[src/rtl/spike_time_encoder.sv]
// spike_time_encoder
//   Transmitter side of the kwta spike interface. Turns a vector of small
//   integers into temporally coded spikes: once per gamma cycle every enabled
//   channel fires, and a smaller value fires earlier. The load port is
//   double-buffered, so the next vector can wait in a shadow buffer while the
//   current gamma cycle plays out. A full shadow buffer at the end of a gamma
//   cycle starts the next cycle with no gap.
//
//   Build option:
//     FALLING_EDGE_EN  defined   -> output_spikes is active-low (idle '1)
//                      undefined -> output_spikes is active-high (idle '0)
//
// Ports
//   aclk          in   clock, rising edge
//   grst          in   asynchronous reset, active-low
//   load_valid    in   load_values / load_mask are valid
//   load_ready    out  shadow buffer empty; a load is taken when valid && ready
//   load_values   in   NUM_INPUTS x VALUE_WIDTH, channel i at [i*VALUE_WIDTH +: VALUE_WIDTH]
//   load_mask     in   1 = channel fires in its gamma cycle, 0 = silent
//   output_spikes out  registered spike bus to kwta
//   gamma_start   out  one-cycle pulse in the first cycle of each gamma cycle
//   busy          out  high while a gamma cycle is playing
module spike_time_encoder #(
  parameter int NUM_INPUTS        = 8,
  parameter int GAMMA_CYCLE_WIDTH = 16,
  parameter int PULSE_WIDTH       = 8,
  parameter int VALUE_WIDTH       = $clog2(GAMMA_CYCLE_WIDTH)
) (
  input  logic                              aclk,
  input  logic                              grst,
  input  logic                              load_valid,
  output logic                              load_ready,
  input  logic [NUM_INPUTS*VALUE_WIDTH-1:0] load_values,
  input  logic [NUM_INPUTS-1:0]             load_mask,
  output logic [NUM_INPUTS-1:0]             output_spikes,
  output logic                              gamma_start,
  output logic                              busy
);

  // Window end v+PULSE_WIDTH is formed wide enough that it can never wrap.
  localparam int                     SUM_W    = VALUE_WIDTH + $clog2(PULSE_WIDTH) + 1;
  localparam logic [VALUE_WIDTH-1:0] CNT_LAST = VALUE_WIDTH'(GAMMA_CYCLE_WIDTH - 1);
  localparam logic [SUM_W-1:0]       PW_EXT   = SUM_W'(PULSE_WIDTH);
  localparam logic [SUM_W-1:0]       GCW_EXT  = SUM_W'(GAMMA_CYCLE_WIDTH);

`ifdef FALLING_EDGE_EN
  localparam logic [NUM_INPUTS-1:0]  SPK_IDLE = '1;
`else
  localparam logic [NUM_INPUTS-1:0]  SPK_IDLE = '0;
`endif

  typedef enum logic {S_IDLE, S_RUN} state_t;

  state_t                            r_state;
  logic [VALUE_WIDTH-1:0]            r_cnt;
  logic                              r_shadow_full;
  logic [NUM_INPUTS*VALUE_WIDTH-1:0] r_shadow_vals;
  logic [NUM_INPUTS-1:0]             r_shadow_mask;
  logic [NUM_INPUTS*VALUE_WIDTH-1:0] r_active_vals;
  logic [NUM_INPUTS-1:0]             r_active_mask;
  logic [NUM_INPUTS-1:0]             r_spikes;
  logic                              r_gamma_start;
  logic                              r_busy;

  logic                              w_accept;
  logic                              w_at_last;
  logic                              w_swap;
  logic                              w_next_run;
  logic [VALUE_WIDTH-1:0]            w_next_cnt;
  logic [NUM_INPUTS*VALUE_WIDTH-1:0] w_next_vals;
  logic [NUM_INPUTS-1:0]             w_next_mask;
  logic [NUM_INPUTS-1:0]             w_spk_raw;
  logic [NUM_INPUTS-1:0]             w_spk_next;

  // True when count c lies in [v, min(v+PULSE_WIDTH, GAMMA_CYCLE_WIDTH)).
  function automatic logic spike_on(input logic [VALUE_WIDTH-1:0] v,
                                    input logic                   m,
                                    input logic [VALUE_WIDTH-1:0] c);
    logic [SUM_W-1:0] sum;
    logic [SUM_W-1:0] lim;
    sum = SUM_W'(v) + PW_EXT;
    lim = (sum < GCW_EXT) ? sum : GCW_EXT;
    return m && (SUM_W'(c) >= SUM_W'(v)) && (SUM_W'(c) < lim);
  endfunction

  assign load_ready    = ~r_shadow_full;
  assign output_spikes = r_spikes;
  assign gamma_start   = r_gamma_start;
  assign busy          = r_busy;

  assign w_accept  = load_valid & ~r_shadow_full;
  assign w_at_last = (r_state == S_RUN) && (r_cnt == CNT_LAST);
  // Shadow moves to active when idle, or at the last count of a running cycle.
  assign w_swap    = r_shadow_full && ((r_state == S_IDLE) || w_at_last);

  assign w_next_run  = w_swap || ((r_state == S_RUN) && !w_at_last);
  assign w_next_cnt  = ((r_state == S_RUN) && !w_at_last) ? r_cnt + VALUE_WIDTH'(1) : '0;
  assign w_next_vals = w_swap ? r_shadow_vals : r_active_vals;
  assign w_next_mask = w_swap ? r_shadow_mask : r_active_mask;

  // Spikes are evaluated against the next-state count and buffer so the
  // registered bus lines up with gamma_cnt in the cycle it is visible.
  always_comb begin
    w_spk_raw = '0;
    for (int i = 0; i < NUM_INPUTS; i++) begin
      w_spk_raw[i] = w_next_run &&
                     spike_on(w_next_vals[i*VALUE_WIDTH +: VALUE_WIDTH],
                              w_next_mask[i], w_next_cnt);
    end
  end

`ifdef FALLING_EDGE_EN
  assign w_spk_next = ~w_spk_raw;
`else
  assign w_spk_next = w_spk_raw;
`endif

  // Control FSM and registered outputs
  always_ff @(posedge aclk or negedge grst) begin
    if (!grst) begin
      r_state       <= S_IDLE;
      r_cnt         <= '0;
      r_shadow_full <= 1'b0;
      r_spikes      <= SPK_IDLE;
      r_gamma_start <= 1'b0;
      r_busy        <= 1'b0;
    end else begin
      r_state       <= w_next_run ? S_RUN : S_IDLE;
      r_cnt         <= w_next_cnt;
      r_shadow_full <= w_accept | (r_shadow_full & ~w_swap);
      r_spikes      <= w_spk_next;
      r_gamma_start <= w_next_run && (w_next_cnt == '0);
      r_busy        <= w_next_run;
    end
  end

  // Buffer data; validity is carried by r_shadow_full and r_state, so no reset.
  always_ff @(posedge aclk) begin
    if (w_accept) begin
      r_shadow_vals <= load_values;
      r_shadow_mask <= load_mask;
    end
    if (w_swap) begin
      r_active_vals <= r_shadow_vals;
      r_active_mask <= r_shadow_mask;
    end
  end

endmodule

[config.mk]
export PLATFORM = sky130hd
export DESIGN_NAME = spike_time_encoder
export DESIGN_NICKNAME = d
export VERILOG_FILES = /design/src/rtl/spike_time_encoder.sv
export SDC_FILE = /design/constraint.sdc
export NUM_CORES = 1
export LEC_CHECK = 0
export ABC_CLOCK_PERIOD_IN_PS = 3000
export BUFFER_PORTS_ARGS = -buffer_cell sky130_fd_sc_hd__buf_2
export CORE_MARGIN = 2
export CORE_UTILIZATION = 41
export DETAILED_ROUTE_END_ITERATION = 6
export GPL_ROUTABILITY_DRIVEN = 0
export PLACE_DENSITY = 0.61
export SLEW_MARGIN = 20
export SYNTH_ARGS = -nofsm -noshare
export SYNTH_HDL_FRONTEND = slang
export SYNTH_SLANG_ARGS = --single-unit
[constraint.sdc]
create_clock -name aclk -period 3 [get_ports aclk]
set_clock_uncertainty 0.2 [all_clocks]
set_input_delay 0.15 -clock aclk [delete_from_list [all_inputs] [get_ports aclk]]
set_output_delay 0.15 -clock aclk [all_outputs]
set_load 0.005 [all_outputs]
Word level (Yosys, flattened, before mapping)
Cells that the tools add are included.
- $add $sub $neg: 9
- multiply operators: 0
- div/mod/pow operators: 0
- magnitude comparators: 24
- equality and inequality tests: 1
- shift operators: 0
- muxes and demuxes: 12
- bitwise operators: 6
- reductions and logical operators: 32
- operators with widths (kind ; count):
    $add 4x4->5 const B ; 8
    $lt 4x5->1 ; 8
    $lt 5x5->1 const B ; 8
    $mux 5 ; 8
    $ge 4x4->1 ; 8
    $mux 32 ; 1
    $logic_and 1x1->1 ; 28
    $mux 8 ; 1
    $add 4x1->4 const B ; 1
    $eq 4x4->1 const B ; 1
    $logic_not 4->1 ; 1
    $mux 4 ; 1
    $not 1->1 ; 3
    $and 1x1->1 ; 2
    $logic_or 1x1->1 ; 2
    $logic_not 1->1 ; 1
    $mux 1 ; 1
    $or 1x1->1 ; 1
- register bits after elaboration: 96
- latch bits: 0
- memory bits (writable): 0
- bits in read-only memories: 0
- bits of input ports: 43
- output and inout bits: 11
- word-level logic and storage cells: 94
- memories: 0

Longest topological paths before layout
Gate-level depths: netlist (run 1).
- depth in word-level cells: 11
- gate-level depth with buffers: 16
- depth with buffers taken out: 12

Least setup slack after synthesis (run 1)
Ideal clock, no wire load.
- path type: register to register
- start: register r_cnt[0]
- end: register r_spikes[0], in the netlist output_spikes[0]
- setup time: 111 ps
- data arrival time: 2783 ps
- setup slack: -95 ps
- stages on the path, launching flop included: 14
- path buffers: 3
- period minus slack after synthesis: 3095 ps
- path through: dfrtp_1 -> ha_1 -> and4_1 -> nor2_2 -> buf_4 -> buf_2 -> buf_2 -> nand2_1 -> nand2_1 -> nand2_1 -> ha_1 -> a2111oi_1 -> o21bai_1 -> a2111oi_2
- cells in the longest elaborated chain, start to end: 11
- elaborated cells between the ends (all ways): 19
- RTL lines (item ; RTL line ; text):
    start, declared ; 55 ; logic [VALUE_WIDTH-1:0] r_cnt;
    start signal, assigned ; 129 ; r_cnt <= w_next_cnt;
    $eq 4x4->1 (*) ; 92 ; assign w_at_last = (r_state == S_RUN) && (r_cnt == CNT_LAST);
    $logic_and 1x1->1 (*) ; 92 ;
    $logic_or 1x1->1 (*) ; 94 ; assign w_swap = r_shadow_full && ((r_state == S_IDLE) || w_at_last);
    $logic_and 1x1->1 (*) ; 94 ;
    $mux 32 (*) ; 98 ; assign w_next_vals = w_swap ? r_shadow_vals : r_active_vals;
    named net w_next_vals[2] ; 70 ; logic [NUM_INPUTS*VALUE_WIDTH-1:0] w_next_vals;
    $add 4x4->5 ; 81 ; sum = SUM_W'(v) + PW_EXT;
    $lt 5x5->1 ; 82 ; lim = (sum < GCW_EXT) ? sum : GCW_EXT;
    $mux 5 ; 82 ;
    $lt 4x5->1 ; 83 ; return m && (SUM_W'(c) >= SUM_W'(v)) && (SUM_W'(c) < lim);
    $logic_and 1x1->1 (*) ; 83 ;
    $logic_and 1x1->1 (*) ; 106 ; w_spk_raw[i] = w_next_run &&
    named net w_spk_next[0] ; 73 ; logic [NUM_INPUTS-1:0] w_spk_next;
    end signal, assigned ; 131 ; r_spikes <= w_spk_next;
    end, declared ; 61 ; logic [NUM_INPUTS-1:0] r_spikes;
Mark *: on every way through the listed nets, which the timed path passes. The rest lies on a longest branch.
A chain may end at the register's enable or synchronous reset.

Worst setup path after layout (run 1)
- start: register r_cnt[0]
- end: register r_spikes[1], in the netlist output_spikes[1]
Same word-level chain as after synthesis.

==> impl_metrics.tcl, run 1 <==
set metrics [dict create \
    status "finished, final reports clean" \
    overflow 0 \
    cts.clk_slew.worst_paths_ns 0.07 \
    synth.cell_area_mm2 0.004626 \
    clock_sinks 95 \
    path_class "flip-flop to flip-flop" \
    drc 0 \
    finalCritPeriodShare 0.9526 \
    ir_drop_v 0.0005335 \
    stdcell_area_mm2 0.006032 \
    finalSetupTns_ns 0 \
    regArea_mm2 0.002377 \
    layout-drive-gt1-share 0.2060 \
    place_inst 651 \
    leakage_nw 2.715 \
    hold_viol_final 0 \
    arrival_ns 2.91 \
    wl_per_cell_um 15.87 \
    yosysSeqAreaShare 0.5139 \
    syn_nets 526 \
    drv_cap 0 \
    period_minus_slack_ns 2.858 \
    placedInstanceArea_mm2 0.005289 \
    syn_to_final_growth_pct 30.40 \
    dp_hpwl_um 7652 \
    reg2regPathDepth 12 \
    wl_um 11240 \
    detail_route.iter0.violations 183 \
    vias 3655 \
    grt_pass1_wl_um 18310 \
    die_w_um 110.2 \
    multi_input_comb_area_mm2 0.002081 \
    crit_required_ns 3.05 \
    clock-root-buffer "clkbuf_16" \
    first_global_vias 3741 \
    grt_max_degree 28 \
    ys_seq_elements 95 \
    final_nets 649 \
    nFillCells 945 \
    rows 38 \
    ant_nets 0 \
    cts_tree "yes" \
    grtUsageTotal 0.2049 \
    insertion_delay_ns 0.35 \
    rsz0062_at_grt "false" \
    timing.fmax_mhz 349.9 \
    die_h_um 110.2 \
    clk_path_buf_depth 2 \
    synth_warnings 0 \
    synth_cells 440 \
    syn_avg_cell_area_um2 10.51 \
    dpl_worst_slack_ns 0.1327 \
    num_io_pins 54 \
    start_kind "flip-flop" \
    dr.pass1.iters 4 \
    synthArstFlopShare 0.1579 \
    synth.top_cells.by_area "edfxtp_1 (26%), dfxtp_1 (17%), ha_1 (12%)" \
    setup_slack_ns 0.1421 \
    synth_cell_type_count 54 \
    crit_path_max_fanout 17 \
    start_util 0.4230 \
    maxSlewViolCount 0 \
    min_path_type "input port to flip-flop" \
    htreeDepth 3 \
    post-route-util 0.5516 \
    coreArea_mm2 0.01094 \
    grt_antenna_before_repair 0 \
    synthTopCellsByCount "nand2_1 (83), ha_1 (43), inv_1 (42)" \
    slew_headroom 0.6766 \
    cp-end-kind "flip-flop" \
    synth_top_cell_by_area "edfxtp_1" \
    numCtsBuffers 9 \
    synth_most_common_cell "nand2_1" \
    power_mw 7.041 \
    finalSetupViolCount 0 \
    hold_depth 2 \
    holdWs_ns 0.07445 \
    viasPerCell 5.162 \
    power.density_cell_area_mw_per_mm2 1167 \
    synth_edf_count 40 \
    fin_cells 708 \
    yosys.area.top_type_share 0.2597 \
    diodes 0 \
    synth_flop_cell "edfxtp_1" \
    tightest_slew_ns 0.4841 \
    dieArea_mm2 0.01215 \
    port_buffers 53 \
]
==> layout by cell type, fill, tap and decap left out, types with 5 or more instances in the layout <==
master         synthesis  final
o21ai_0               14     14
dfxtp_1               40     40
mux2i_1               12      6
a221oi_1               7      7
a21oi_1               14     14
a311oi_1               7      5
edfxtp_1              40     40
buf_2                  7     53
nand2_1               83     83
nor2_1                 8      8
a22oi_1                6      6
ha_1                  43     42
inv_1                 42     42
dlygate4sd3_1          0     41
nor2b_1               15     14
clkbuf_16              0      9
o2111ai_1              9      9
nand2b_1              12     12
a21o_1                 5      5
buf_4                  3     29
dfrtp_1               15     15
==> flip-flops by register name (all words and copies together), names as in the netlist <==
signal / cells
r_active_vals: 32
r_shadow_full: 1
gamma_start: 1
r_shadow_mask: 8
r_active_mask: 8
r_cnt: 4
output_spikes: 8
busy: 1
r_shadow_vals: 32
==> final timing paths <==
check,from,to,slack (ns)
max,r_cnt[0]$_DFF_PN0_,output_spikes[1]$_DFF_PN0_,0.14
min,load_valid,r_shadow_vals[23]$_DFFE_PP_,0.07
max reg2reg,r_cnt[0]$_DFF_PN0_,output_spikes[1]$_DFF_PN0_,0.14
min reg2reg,r_active_mask[7]$_DFF_P_,r_active_mask[7]$_DFF_P_,0.25
max in group asynchronous,grst,busy$_DFF_PN0_,2.21
min in group asynchronous,grst,output_spikes[1]$_DFF_PN0_,0.08
==> cells by family (layout without fill, tap and decap cells) <==
kind of cell	count (synthesis)	after routing	synth area share
AOI/OAI and AO/OA	91	91	0.1436
adders and majority gates	43	43	0.1163
DFF	95	95	0.5139
xor gates and xnor gates	1	1	0.001894
muxes	13	13	0.02840
and+or+nand+nor	140	140	0.1434
buffers and inverters	57	185	0.05247
==> per-layer routing <==
metal / part of all wire / vias up / global-route usage
met5: 0 / - / 0
met4: 0.024 / 0 / 0.08839
met3: 0.058 / 22 / 0.05526
met2: 0.48 / 103 / 0.3370
met1: 0.43 / 1713 / 0.2534
li1: - / 1817 / -
==> report_power, final <==
group          leakage, nW  switching (mW)  internal, mW
logic                 1.69            2.18          1.78
clock network        0.132           0.502         0.569
registers            0.893           0.220          1.79
total                 2.71            2.90          4.14
==> repair_timing <==
action	in CTS	in global routing
setup endpoints to repair	0	8
resized for setup	0	14
buffers inserted	0	0
hold buffers	41	0
hold endpoints to repair	55	0
==> critical path: stages, from the launching register on <==
cell	delay [ns]
dfrtp_1	0.42
ha_2	0.24
and4_2	0.27
nor2_4	0.14
buf_12	0.17
buf_4	0.16
mux2i_1	0.28
inv_1	0.09
nand2_1	0.08
ha_1	0.24
a21oi_1	0.14
a32oi_1	0.08
a221oi_1	0.25
==> final cells by class <==
class,count,share of cell area
Sequential cell,95,0.3941
Multi-Input combinational cell,288,0.3449
Timing Repair Buffer,127,0.1614
Clock buffer,12,0.03920
Tap cell,140,0.02904
Inverter,42,0.02614
Clock inverter,4,0.005186
Power figures use the tool's default switching activity.
==> run 2, diff against run 1 <==
--- a/config.mk
+++ b/config.mk
@@ -12,6 +12,7 @@
 export DETAILED_ROUTE_END_ITERATION = 6
 export GPL_ROUTABILITY_DRIVEN = 0
 export PLACE_DENSITY = 0.61
+export SETUP_SLACK_MARGIN = 0.2
 export SLEW_MARGIN = 20
 export SYNTH_ARGS = -nofsm -noshare
 export SYNTH_HDL_FRONTEND = slang
==> run 2 against run 1 <==
Compared with the run above:
- utilization is 4.2 points higher
- design area grew 7.6%
- worst setup slack improved by 0.12 ns
- routed wire length up 7.9%
- non-clock buffer count rose by 21
- clock power rose by 21%
- first-iteration DRC count up 3.8%
- critical path depth up 2
- combinational power is 16% higher
- flip-flop and latch count unchanged
==> impl_metrics.tcl, run 2 (synthesis gave the netlist of run 1 again) <==
set metrics [dict create \
    ir_drop_v 0.0005239 \
    combinationalPowerShare 0.579 \
    drc 0 \
    num_io_pins 54 \
    grtUsageTotal 0.2039 \
    hold_viol_final 0 \
    cts.clk_slew.worst_paths_ns 0.07 \
    dr.pass1.iters 4 \
    port_buffers 53 \
    start_util 0.4230 \
    regArea_mm2 0.002377 \
    post-route-util 0.5932 \
    tightest_slew_ns 0.7377 \
    cts_tree "yes" \
    leakage_nw 2.874 \
    finalSetupTns_ns 0 \
    wl_per_cell_um 16.63 \
    switchingPower_mw 3.177 \
    layout_commonest_cell "nand2_1" \
    die_h_um 110.2 \
    coreArea_mm2 0.01094 \
    grt_max_degree 27 \
    numCtsBuffers 9 \
    start_kind "flip-flop" \
    ant_nets 0 \
    slowest_delay_ns 0.42 \
    finalCritPeriodShare 0.9137 \
    worstPathCellList "ha_4, and4_4, nor2_4, buf_6, buf_8, buf_6, nand2_4, nand2_2, inv_1, ha_1, a21o_1, a21oi_2, o32a_1, a21oi_2" \
    final_nets 670 \
    status "finished, final reports clean" \
    rows 38 \
    multi_input_comb_area_mm2 0.002277 \
    nFillCells 904 \
    grt_pass1_wl_um 18470 \
    internal-power_mw 4.732 \
    timing.fmax_mhz 364.8 \
    rsz0062_at_grt "true" \
    clock_sinks 95 \
    layout-drive-gt1-share 0.2733 \
    viasPerCell 5.228 \
    die_w_um 110.2 \
    grt_antenna_before_repair 0 \
    vias 3811 \
    power.density_cell_area_mw_per_mm2 1219 \
    path_class "flip-flop to flip-flop" \
    reg_top3 "r_active_vals x32, r_shadow_vals x32" \
    drv_cap 0 \
    diodes 0 \
    maxSlewViolCount 0 \
    finalSetupViolCount 0 \
    htreeDepth 3 \
    p_sw_frac 0.4017 \
    dieArea_mm2 0.01215 \
    final_cell_mix "nand2_1 (78), buf_2 (53), buf_4 (44)" \
    crit_required_ns 3.08 \
    overflow 0 \
    pwr-share-clk 0.163 \
    insertion_delay_ns 0.35 \
    cp-end-kind "flip-flop" \
    wl_um 12120 \
    clock-root-buffer "clkbuf_16" \
    syn_to_final_growth_pct 40.25 \
    crit_path_max_fanout 7 \
    detail_route.iter0.violations 190 \
    cp_slowest_cell "dfrtp_1" \
    pwr-share-seq 0.258 \
    period_minus_slack_ns 2.741 \
    clk_path_buf_depth 2 \
    dp_hpwl_um 7761 \
    slew_headroom 0.5072 \
    arrival_ns 2.82 \
    first_global_vias 3671 \
    min_path_type "input port to asynchronous set/reset pin" \
]
==> run 2: path summary, 6_finish.rpt <==
check	cells after the start	endpoint	slack (ns)	start
setup / recovery	14	output_spikes[3]$_DFF_PN0_	0.26	r_cnt[1]$_DFF_PN0_
hold reg to reg	2	r_active_mask[7]$_DFF_P_	0.24	r_active_mask[7]$_DFF_P_
hold / removal	2	output_spikes[4]$_DFF_PN0_	0.09	grst
min in group aclk	2	r_shadow_mask[3]$_DFFE_PP_	0.13	load_valid
setup reg to reg	14	output_spikes[3]$_DFF_PN0_	0.26	r_cnt[1]$_DFF_PN0_
max in group asynchronous	2	output_spikes[6]$_DFF_PN0_	2.18	grst
==> run 2: what timing repair did <==
action                                  in CTS  in global routing
endpoints found under the setup margin       8                  8
cloned                                       1                  1
hold endpoints to repair                    55                  0
hold buffers                                41                  0
pin swaps                                    2                 23
gates resized for setup                     13                 44
setup buffers                                2                 18
==> run 2: critical path: cells and delay by family, from the launching register on <==
kind	cells	cell delay [ns]
AOI/OAI and AO/OA	4	0.67
and+or+nand+nor	4	0.51
adders and majority gates	2	0.44
DFF	1	0.42
buffers and inverters	4	0.42
==> run 2: stage by stage <==
step | worst slack, ns | instances | hold WS (ns) | cell area [um2] | power (mW)
after floorplan | 0.08116 | 440 | -0.3456 | 4656 | 4.562
after global placement | 0.1025 | 650 | -0.07665 | 5266 | 5.623
after detailed placement | 0.01063 | 650 | -0.07620 | 5266 | 5.762
after CTS | 0.2057 | 710 | 0.09755 | 6097 | 7.261
after global routing | 0.1420 | 729 | 0.1324 | 6487 | 8.518
final | 0.2590 | 729 | 0.09224 | 6487 | 7.909
==> run 2: power groups by stage <==
stage	Combinational [mW]	Clock (mW)	Sequential [mW]
global route	5.08	1.36	2.08
detailed placement	3.74	0	2.02
global placement	3.62	0	2.01
finish	4.58	1.29	2.04
floorplan	2.60	0	1.96
CTS	3.95	1.31	2.00
==> run 2: layer usage <==
layer | routed length, um | track usage
met1 | 5394 | 0.2648
met2 | 5958 | 0.3427
met3 | 607 | 0.04350
met4 | 159 | 0.05982
met5 | 0 | 0
==> run 2: cell type report <==
| type | count | area share |
|---|---|---|
| sequential | 95 | 0.3664 |
| clock buffer | 12 | 0.03645 |
| inverter | 42 | 0.02430 |
| clock inverter | 4 | 0.01446 |
| tap | 140 | 0.02700 |
| timing repair buffer | 148 | 0.1803 |
| multi-input combinational | 288 | 0.3510 |
